`src/rtl/timer_pkg.sv`:
```
// timer_pkg: shared state encoding and default width for the interval timer.
package timer_pkg;
   typedef enum logic [1:0] {IDLE, RUN, PAUSE, DONE} state_t;
   localparam int WIDTH_DEF = 4;
endpackage

```
`src/rtl/timer_count.sv`:
```
// timer_count: registered up-counter with synchronous clear (clr beats en).
module timer_count
   import timer_pkg::*;
#(
   parameter int WIDTH = WIDTH_DEF
) (
   input  logic             clk,
   input  logic             rst,
   input  logic             en,
   input  logic             clr,
   output logic [WIDTH-1:0] q
);
   logic [WIDTH-1:0] sum;
   assign sum = q + 1'b1;
   always_ff @(posedge clk or negedge rst)
      if (!rst) q <= '0;
      else if (clr) q <= '0;
      else if (en) q <= sum;
endmodule

```
`src/rtl/timer_ctrl.sv`:
```
// timer_ctrl: programmable interval timer controller (one-shot / auto-reload, pause, clear).
// Optional prescaler enabled by defining TIMER_CTRL_PRESCALE_EN.
module timer_ctrl
   import timer_pkg::*;
#(
   parameter int WIDTH = WIDTH_DEF
`ifdef TIMER_CTRL_PRESCALE_EN
   , parameter int PRESCALE = 4
`endif
) (
   input  logic             clk,
   input  logic             rst,
   input  logic             start,
   input  logic             stop,
   input  logic             clear,
   input  logic             auto_reload,
   input  logic [WIDTH-1:0] period,
   output logic [WIDTH-1:0] count,
   output logic             busy,
   output logic             tick,
   output logic             done
);
   state_t state_q, state_d;
   logic [WIDTH-1:0] period_q;
   logic reload_q, advance, load, hit, cnt_clr, cnt_en;
   assign hit  = count == period_q;
   assign load = !clear && start && (state_q == IDLE || state_q == DONE);
   // stop beats the reload clear so a paused timer keeps its terminal count
   assign cnt_clr = clear || load || (tick && reload_q && !stop);
   assign cnt_en  = state_q == RUN && !stop && advance && !hit;
`ifdef TIMER_CTRL_PRESCALE_EN
   localparam int PW = $clog2(PRESCALE);
   logic [PW-1:0] psc_q;
   assign advance = psc_q == PW'(PRESCALE - 1);
   always_ff @(posedge clk or negedge rst)
      if (!rst) psc_q <= '0;
      else if (clear || load) psc_q <= '0;
      else if (state_q == RUN && !stop) psc_q <= advance ? '0 : psc_q + 1'b1;
`else
   assign advance = 1'b1;
`endif
   always_ff @(posedge clk or negedge rst)
      if (!rst) state_q <= IDLE;
      else state_q <= state_d;
   always_comb
      state_d = clear             ? IDLE :
                state_q == RUN    ? (stop ? PAUSE : (tick && !reload_q) ? DONE : RUN) :
                state_q == PAUSE  ? ((start && !stop) ? RUN : PAUSE) :
                start             ? RUN : state_q;
   always_comb begin
      busy = state_q == RUN || state_q == PAUSE;
      done = state_q == DONE;
      tick = state_q == RUN && hit && advance;
   end
   always_ff @(posedge clk or negedge rst)
      if (!rst) begin
         period_q <= '0;
         reload_q <= 1'b0;
      end else if (load) begin
         period_q <= period;
         reload_q <= auto_reload;
      end
   timer_count #(.WIDTH(WIDTH)) u_count (
      .clk(clk),
      .rst(rst),
      .en (cnt_en),
      .clr(cnt_clr),
      .q  (count)
   );
endmodule

```
`config.mk`:
```
export PLATFORM = sky130hd
export DESIGN_NAME = timer_ctrl
export DESIGN_NICKNAME = d
export VERILOG_FILES = /design/src/rtl/timer_pkg.sv /design/src/rtl/timer_count.sv /design/src/rtl/timer_ctrl.sv
export SDC_FILE = /design/constraint.sdc
export NUM_CORES = 1
export LEC_CHECK = 0
export CAP_MARGIN = 10
export CORE_MARGIN = 2
export CORE_UTILIZATION = 42
export CTS_CLUSTER_SIZE = 10
export DETAILED_ROUTE_END_ITERATION = 10
export GPL_TIMING_DRIVEN = 0
export MAX_ROUTING_LAYER = met4
export PLACE_DENSITY = 0.74
export SYNTH_ARGS = -nofsm -noshare
export SYNTH_HDL_FRONTEND = slang
export SYNTH_SLANG_ARGS = --single-unit
```
`constraint.sdc`:
```
create_clock -name clk -period 1.4 [get_ports clk]
set_input_delay 0.35 -clock clk [delete_from_list [all_inputs] [get_ports clk]]
set_output_delay 0.35 -clock clk [all_outputs]
set_load 0.02 [all_outputs]
```
==> impl_table.tex, run 1 <==
\begin{tabular}{lr}
\hline
Metric & Value \\
\hline
\multicolumn{2}{l}{\textbf{Floorplan}} \\
\quad Die extent in y & $\sim$45 um \\
\quad Starting density of the core & 0.453 \\
\quad \# IOs & 17 \\
\quad CORE AREA & 1520 um2 \\
\quad Full die area & roughly 2000 um2 \\
\quad Number of placement rows & 14 \\
\quad Horiz. Die Dim & between 40 and 50 um \\
\multicolumn{2}{l}{\textbf{Detailed routing}} \\
\quad WL per Instance & about 17 um \\
\quad Mean number of vias per cell & roughly 5.7 \\
\quad Router iterations before antenna repair & 4 \\
\quad ANT nets after route & 0 \\
\quad Number of vias in the routed layout & a little under 700 \\
\quad Post-Route WL & about 2000 um \\
\quad Drc violations & 0 \\
\quad Iteration-0 DRC Markers & 12 \\
\multicolumn{2}{l}{\textbf{Setup path}} \\
\quad CP peak stage delay & 0.42 ns \\
\quad Worst EP required & 1.05 ns \\
\quad Kind of critical path & reg2out \\
\quad Largest fanout on the critical path & 2 \\
\quad Critical Path Start Type & flop \\
\quad Critical-path cell list & xnor2\_2 > and4\_4 > and2\_4 > buf\_6 \\
\quad Sort of element at the end of the critical path & primary output \\
\quad Max stage delay cell, worst path & sky130\_fd\_sc\_hd\_\_dfrtp\_1 \\
\quad WP data arrival & approximately 1.4 ns \\
\multicolumn{2}{l}{\textbf{Clock network}} \\
\quad Clock Tree Root & sky130\_fd\_sc\_hd\_\_clkbuf\_4 \\
\quad Total CTS buffers & 3 \\
\quad Max clock buf depth & 2 \\
\quad CTS tree & built \\
\quad Clock latency on the worst-skew pair & between 0.2 and 0.3 ns \\
\quad H-tree levels & 1 \\
\quad Clock sinks & 11 \\
\quad Clock input transition at the sequential cells of the worst setup and hold paths & approximately 0.08 ns \\
\multicolumn{2}{l}{\textbf{GRT}} \\
\quad Number of global-route vias before repair & 636 \\
\quad Initial antenna violation count & 0 \\
\quad Largest net degree at the start of global routing & 12 \\
\quad Residual overflow from global routing & 0 \\
\quad Aggregate global-route resource usage & 0.197 \\
\quad First-pass GRT wire length & approximately 2600 um \\
\multicolumn{2}{l}{\textbf{STA}} \\
\quad Fmax achieved & 573 MHz \\
\quad Rel. slew slack & 0.660 \\
\quad Worst-case setup margin in the final layout & -0.345 ns \\
\quad Clk\_skew & roughly 0.0031 ns \\
\quad Hold violation count in the final report & 0 \\
\quad Minimum hold slack & roughly 0.40 ns \\
\quad RSZ-0062 raised after global routing & yes \\
\quad Worst-Margin Slew & 0.508 ns \\
\quad Setup Viol. Count Final & 13 \\
\quad Shortest period the worst path allows & 1.75 ns \\
\quad Number of max-slew violations in the final report & 0 \\
\quad Final period utilization & 1.25 \\
\multicolumn{2}{l}{\textbf{Place}} \\
\quad Cell Area, Placed & 898 um2 \\
\quad Sum of net half-perimeters after detailed placement & around 1100 um \\
\quad Routability cong. & about 0.83 \\
\quad Port Buffers & 16 \\
\multicolumn{2}{l}{\textbf{Pwr}} \\
\quad Power Internal & roughly 0.95 mW \\
\quad Maximum vdd drop & approximately 1 mV \\
\quad Switching pwr & 0.559 mW \\
\quad Part of the power in registers & 0.320 \\
\quad Pwr Total & between 1.5 and 2 mW \\
\quad Leak pwr & about 0.52 nW \\
\quad Fraction of power spent switching nets & 0.370 \\
\quad Part of the total power dissipated in combinational logic & 0.527 \\
\quad Total power per unit cell area & between 1000 and 1500 nW/um2 \\
\quad Clock Power Share & 0.153 \\
\multicolumn{2}{l}{\textbf{Final layout}} \\
\quad Final net count & 120 \\
\quad Fraction of layout cells with a size suffix above 1 & 0.571 \\
\quad Diodes inserted & 0 \\
\quad Area overhead of the layout relative to synthesis & 66.3\% \\
\quad Core Util, Final & 0.754 \\
\quad Post-route cell area & about 1100 um2 \\
\multicolumn{2}{l}{\textbf{Logic synthesis}} \\
\quad Synthesized area per cell & roughly 9.6 um2 \\
\quad Post-synth design cell area & around 690 um2 \\
\quad Syn Inst Count & approximately 70 \\
\quad Count of flip-flops with a built-in enable after synthesis & 0 \\
\quad Top flip-flop cell by instance count after synthesis & sky130\_fd\_sc\_hd\_\_dfrtp\_1 \\
\quad Count of different cell masters after synthesis & 28 \\
\quad Number of synthesis warnings & 0 \\
\quad Async S/R FF share, synth & 1.00 \\
\quad Post-synthesis register bit count & 11 \\
\quad Syn\_nets & 86 \\
\quad Sequential-to-total area share from yosys stat & 0.399 \\
\multicolumn{2}{l}{\textbf{Run status}} \\
\quad Status & finished, violations left \\
\quad Failing checks & setup timing \\
\multicolumn{2}{l}{\textbf{Min path}} \\
\quad Class of the worst hold path & in2async \\
\multicolumn{2}{l}{\textbf{Run}} \\
\quad Number of maximum-capacitance violations & 0 \\
\hline
\end{tabular}
[sequential cells by signal, summed over array words and instances (netlist names)]
name       count
reload_q       1
state_q        2
period_q       4
u_count.q      4
[critical path: cells and delay by family (launching register included)]
kind	cells	cell delay, ns
and+or+nand+nor	2	0.40
buffers and inverters	1	0.10
DFF	1	0.42
xor gates and xnor gates	1	0.20
[path summary, 6_finish.rpt]
check	start	endpoint	slack, ns	cells after the start
max	period_q[2]$_DFFE_PN0P_	tick	-0.35	4
min	rst	period_q[1]$_DFFE_PN0P_	0.40	1
max reg2reg	state_q[1]$_DFFE_PN0P_	u_count.q[1]$_DFFE_PN0P_	-0.18	6
min reg2reg	period_q[0]$_DFFE_PN0P_	period_q[0]$_DFFE_PN0P_	0.57	1
max in group asynchronous	rst	u_count.q[2]$_DFFE_PN0P_	0.63	1
min in group clk	period_q[0]$_DFFE_PN0P_	period_q[0]$_DFFE_PN0P_	0.57	1
[routing by layer]
layer	track usage	routed length, um	vias to the layer above
li1	-	-	323
met4	0.0788	78	0
met5	-	0	-
met1	0.205	805	338
met3	0.0612	89	8
met2	0.342	1050	20
[metrics by stage]
stage	std cells	setup slack (ns)	setup TNS (ns)
2_1_floorplan	72	-0.0666	-0.163
3_3_place_gp	104	-0.621	-3.77
3_5_place_dp	104	-0.632	-4.05
4_1_cts	115	-0.320	-0.742
5_1_grt	121	-0.368	-2.18
6_report	121	-0.345	-1.60
[cell type report]
class / count / area [um2]
inverter: 4 / 15.0
multi-input combinational: 55 / 523
timing repair buffer: 31 / 282
tap: 16 / 20.0
fill: 91 / 375
sequential: 11 / 282
clock inverter: 1 / 5.00
clock buffer: 3 / 22.5
[what timing repair did]
| action | in CTS | in global routing |
|---|---|---|
| setup endpoints to repair | 18 | 14 |
| resized for setup | 58 | 13 |
| hold buffers | 0 | 0 |
| pin swaps | 9 | 14 |
| setup buffers | 9 | 7 |
[power groups by stage]
stage	Clock [mW]	Combinational (mW)	Sequential [mW]
after floorplan	0	0.334	0.463
after global placement	0	0.452	0.471
after detailed placement	0	0.464	0.474
after CTS	0.226	0.626	0.480
after global routing	0.239	0.842	0.491
final	0.231	0.796	0.484
[synthesized netlist by cell type, types with 3 or more instances]
cell type,instances,share of area
sky130_fd_sc_hd__mux2_2,5,0.082
sky130_fd_sc_hd__ha_1,4,0.072
sky130_fd_sc_hd__dfrtp_1,11,0.40
sky130_fd_sc_hd__nand3_1,9,0.065
sky130_fd_sc_hd__a21oi_1,3,0.022
sky130_fd_sc_hd__nand2b_1,3,0.027
sky130_fd_sc_hd__inv_1,4,0.022
sky130_fd_sc_hd__nor2_1,4,0.022
sky130_fd_sc_hd__xnor2_1,4,0.051
sky130_fd_sc_hd__o21ai_0,3,0.022
[kinds of logic (layout without fill, tap and decap cells)]
kind of cell,count (synthesis),in the layout,share of synthesized area
XOR/XNOR,4,4,0.0507
multiplexers,5,5,0.0815
flip-flops,11,11,0.399
AND/OR/NAND/NOR,29,29,0.228
buffers and inverters,6,39,0.0435
AO/OA/AOI/OAI,13,13,0.125
adder cells (fa/ha/maj),4,4,0.0725
[placed cells by master, fill, tap and decap left out, types with 2 or more instances in the layout]
master                            Yosys  layout
sky130_fd_sc_hd__inv_2                0       3
sky130_fd_sc_hd__a21oi_2              0       2
sky130_fd_sc_hd__nor2_4               0       2
sky130_fd_sc_hd__nand2_1              2       2
sky130_fd_sc_hd__a21o_1               2       2
sky130_fd_sc_hd__dfrtp_2              0       5
sky130_fd_sc_hd__xnor2_2              0       4
sky130_fd_sc_hd__clkbuf_4             0       3
sky130_fd_sc_hd__mux2_2               5       4
sky130_fd_sc_hd__nand2b_1             3       2
sky130_fd_sc_hd__buf_6                1       9
sky130_fd_sc_hd__nand3_1              9       5
sky130_fd_sc_hd__dfrtp_1             11       6
sky130_fd_sc_hd__nor2_1               4       2
sky130_fd_sc_hd__clkdlybuf4s50_1      0       8
sky130_fd_sc_hd__buf_2                0       4
sky130_fd_sc_hd__nand3_2              0       3
sky130_fd_sc_hd__ha_4                 0       2
sky130_fd_sc_hd__o21ai_0              3       2
sky130_fd_sc_hd__buf_4                0       9
Power figures use the tool's default switching activity.
==> run 2: changes to the inputs <==
CELL_PAD_IN_SITES_DETAIL_PLACEMENT = 1   (was unset)
CELL_PAD_IN_SITES_GLOBAL_PLACEMENT = 2   (was unset)
CORE_UTILIZATION = 26   (was 42)
PLACE_DENSITY = unset   (was 0.74)
PLACE_DENSITY_LB_ADDON = 0.1   (was unset)
SYNTH_HIERARCHICAL = 1   (was unset)
==> impl_table.tex, run 2 <==
\begin{tabular}{lr}
\hline
Metric & Value \\
\hline
\multicolumn{2}{l}{\textbf{Run status}} \\
\quad Status & finished, violations left \\
\quad Failing checks & setup timing \\
\multicolumn{2}{l}{\textbf{Floorplan}} \\
\quad Starting density of the core & 0.280 \\
\quad \# IOs & 17 \\
\quad Number of placement rows & 17 \\
\quad Die extent in y & $\sim$53 um \\
\quad Full die area & 2810 um2 \\
\quad Horiz. Die Dim & around 53 um \\
\quad CORE AREA & approximately 2200 um2 \\
\multicolumn{2}{l}{\textbf{Clock network}} \\
\quad CTS Hold Bufs & 0 \\
\quad H-tree levels & 1 \\
\quad CTS tree & built \\
\quad Clock sinks & 11 \\
\quad Total CTS buffers & 3 \\
\quad Max clock buf depth & 2 \\
\quad Clock Tree Root & sky130\_fd\_sc\_hd\_\_clkbuf\_4 \\
\quad Clock input transition at the sequential cells of the worst setup and hold paths & roughly 0.080 ns \\
\quad Clock latency on the worst-skew pair & about 0.28 ns \\
\multicolumn{2}{l}{\textbf{Final layout}} \\
\quad Post-route cell area & around 1300 um2 \\
\quad Most common library cell in the layout ignoring fill and taps & sky130\_fd\_sc\_hd\_\_buf\_4 \\
\quad Largest registers ranked by flip-flop count & period\_q x4, u\_count/q x4, state\_q x2 \\
\quad Diodes inserted & 0 \\
\quad Fraction of layout cells with a size suffix above 1 & 0.727 \\
\quad Number of fill cells & 235 \\
\quad Final net count & around 110 \\
\quad Commonest cells after routing, fill and taps aside & 14 x sky130\_fd\_sc\_hd\_\_buf\_4, 13 x sky130\_fd\_sc\_hd\_\_buf\_6, 9 x sky130\_fd\_sc\_hd\_\_clkdlybuf4s50\_1, 6 x sky130\_fd\_sc\_hd\_\_dfrtp\_1, 5 x sky130\_fd\_sc\_hd\_\_dfrtp\_2 \\
\quad Core Util, Final & 0.579 \\
\quad Area overhead of the layout relative to synthesis & 107\% \\
\multicolumn{2}{l}{\textbf{Detailed routing}} \\
\quad Post-Route WL & about 2100 um \\
\quad ANT nets after route & 0 \\
\quad Iteration-0 DRC Markers & 3 \\
\quad WL per Instance & roughly 17 um \\
\quad Number of vias in the routed layout & 593 \\
\quad Drc violations & 0 \\
\quad Router iterations before antenna repair & 3 \\
\quad Mean number of vias per cell & approximately 4.7 \\
\multicolumn{2}{l}{\textbf{GRT}} \\
\quad Met1 capacity usage during global routing & 0.179 \\
\quad Grt met2 use & 0.269 \\
\quad Number of global-route vias before repair & $\sim$620 \\
\quad Aggregate global-route resource usage & 0.158 \\
\quad Initial antenna violation count & 0 \\
\quad GR Util met3 & 0.0198 \\
\quad Busiest grt layer & met2 \\
\quad First-pass GRT wire length & around 3000 um \\
\quad Largest net degree at the start of global routing & 12 \\
\quad Residual overflow from global routing & 0 \\
\multicolumn{2}{l}{\textbf{STA}} \\
\quad RSZ-0062 raised after global routing & yes \\
\quad Final period utilization & 1.22 \\
\quad Hold violation count in the final report & 0 \\
\quad Setup Viol. Count Final & 15 \\
\quad TNS Setup & -1.79 ns \\
\quad Worst-Margin Slew & 0.523 ns \\
\quad Fmax achieved & just under 600 MHz \\
\quad Shortest period the worst path allows & around 1.7 ns \\
\quad Number of max-slew violations in the final report & 0 \\
\quad Minimum hold slack & 0.411 ns \\
\quad Worst-case setup margin in the final layout & -0.306 ns \\
\quad Rel. slew slack & 0.650 \\
\quad Clk\_skew & 0.00194 ns \\
\multicolumn{2}{l}{\textbf{Logic synthesis}} \\
\quad Most common cell in the synthesized netlist & sky130\_fd\_sc\_hd\_\_dfrtp\_1 \\
\quad Top flip-flop cell by instance count after synthesis & sky130\_fd\_sc\_hd\_\_dfrtp\_1 \\
\quad Number of synthesis warnings & 6 \\
\quad Synthesized area per cell & about 11 um2 \\
\quad Syn\_nets & 70 \\
\quad Post-synth design cell area & around 630 um2 \\
\quad Async S/R FF share, synth & 1.00 \\
\quad Post-synth top area cell & sky130\_fd\_sc\_hd\_\_dfrtp\_1 \\
\quad Area fraction of the dominant cell type after synthesis & 0.440 \\
\quad Cells taking the most area after synthesis & sky130\_fd\_sc\_hd\_\_dfrtp\_1 44\%, sky130\_fd\_sc\_hd\_\_mux2\_2 9.0\%, sky130\_fd\_sc\_hd\_\_ha\_1 8.0\% \\
\quad Post-synthesis register bit count & 11 \\
\quad Syn Inst Count & 56 \\
\quad Sequential-to-total area share from yosys stat & 0.440 \\
\quad Count of flip-flops with a built-in enable after synthesis & 0 \\
\quad Count of different cell masters after synthesis & 24 \\
\quad Synth cell count leaders & 11 x sky130\_fd\_sc\_hd\_\_dfrtp\_1, 5 x sky130\_fd\_sc\_hd\_\_inv\_1, 5 x sky130\_fd\_sc\_hd\_\_mux2\_2, 5 x sky130\_fd\_sc\_hd\_\_xnor2\_1 \\
\multicolumn{2}{l}{\textbf{Pwr}} \\
\quad Maximum vdd drop & $\sim$0.86 mV \\
\quad Total power per unit cell area & 1450 nW/um2 \\
\quad Pwr Total & 1.88 mW \\
\quad Leak pwr & 0.555 nW \\
\multicolumn{2}{l}{\textbf{Setup path}} \\
\quad Kind of critical path & reg2out \\
\quad Largest fanout on the critical path & 4 \\
\quad Worst reg2reg path endpoint & u\_count/q[3]\$\_DFFE\_PN0P\_ \\
\quad Setup slack on the worst flop-to-flop path & -0.19 ns \\
\quad Worst EP required & around 1.1 ns \\
\quad Depth of the worst register-to-register path & 6 \\
\quad Startpoint of the worst register-to-register path & u\_count/q[3]\$\_DFFE\_PN0P\_ \\
\quad Critical Path Start Type & flop \\
\quad Sort of element at the end of the critical path & primary output \\
\quad WP data arrival & 1.36 ns \\
\multicolumn{2}{l}{\textbf{Run}} \\
\quad Number of maximum-capacitance violations & 0 \\
\multicolumn{2}{l}{\textbf{Place}} \\
\quad Port Buffers & 16 \\
\quad Cell Area, Placed & 856 um2 \\
\quad Routability cong. & 0.763 \\
\quad Sum of net half-perimeters after detailed placement & about 1100 um \\
\multicolumn{2}{l}{\textbf{Min path}} \\
\quad Class of the worst hold path & in2async \\
\hline
\end{tabular}
==> run 2: cell type report <==
type                            count  area, um2  share of cell area
Clock buffer                        3       22.5              0.0174
Tap cell                           28       35.0              0.0271
Multi-Input combinational cell     40        554               0.428
Sequential cell                    11        282               0.218
Inverter                            5       18.8              0.0145
Clock inverter                      1       5.00             0.00387
Timing Repair Buffer               39        377               0.291
==> run 2: how the worst max path moves through the flow <==
stage | slack, ns | endpoint | from
after floorplan | -0.13 | u_count/q[3]$_DFFE_PN0P_ | u_count/q[1]$_DFFE_PN0P_
after global placement | -0.58 | u_count/q[3]$_DFFE_PN0P_ | stop
final | -0.31 | tick | u_count/q[3]$_DFFE_PN0P_
after CTS | -0.36 | tick | u_count/q[2]$_DFFE_PN0P_
after detailed placement | -0.58 | u_count/q[3]$_DFFE_PN0P_ | stop
after global routing | -0.38 | tick | u_count/q[3]$_DFFE_PN0P_
==> run 2: cell families after synthesis <==
| kind of cell | count (synthesis) | synth area share |
|---|---|---|
| compound gates | 9 | 0.116 |
| xor+xnor | 5 | 0.0700 |
| fa+ha+maj | 4 | 0.0800 |
| buf+inv | 5 | 0.0300 |
| flops | 11 | 0.440 |
| mux | 7 | 0.130 |
| simple gates | 15 | 0.134 |
==> run 2: through the flow <==
stage / setup slack [ns] / cells
detailed placement: -0.579 / 100
CTS: -0.357 / 117
finish: -0.306 / 127
global route: -0.379 / 127
global placement: -0.576 / 100
floorplan: -0.130 / 56
==> run 2: repair_timing <==
item,in CTS,in global routing
pin swaps,7,12
gates resized for setup,48,33
setup buffers,13,14
endpoints found under the setup margin,18,16
==> run 2: routing by layer <==
metal / part of all wire / routed length [um]
met5: 0 / 0
met4: 0.014 / 29
met1: 0.38 / 804
met2: 0.57 / 1200
met3: 0.034 / 72
==> run 2: worst max-delay path, cell delays in order, from the launching register on <==
cell and delay, ns:
sky130_fd_sc_hd__dfrtp_2 0.47, sky130_fd_sc_hd__xnor2_4 0.18, sky130_fd_sc_hd__nand4_1 0.15, sky130_fd_sc_hd__nor2_1 0.13, sky130_fd_sc_hd__buf_4 0.15
==> run 2: report_power, final <==
| group | leakage [nW] | total, mW | internal, mW | switching (mW) |
|---|---|---|---|---|
| sequential | 0.132 | 0.519 | 0.410 | 0.109 |
| combinational | 0.404 | 1.13 | 0.684 | 0.445 |
| clock | 0.0177 | 0.229 | 0.106 | 0.123 |
| total | 0.555 | 1.88 | 1.20 | 0.676 |
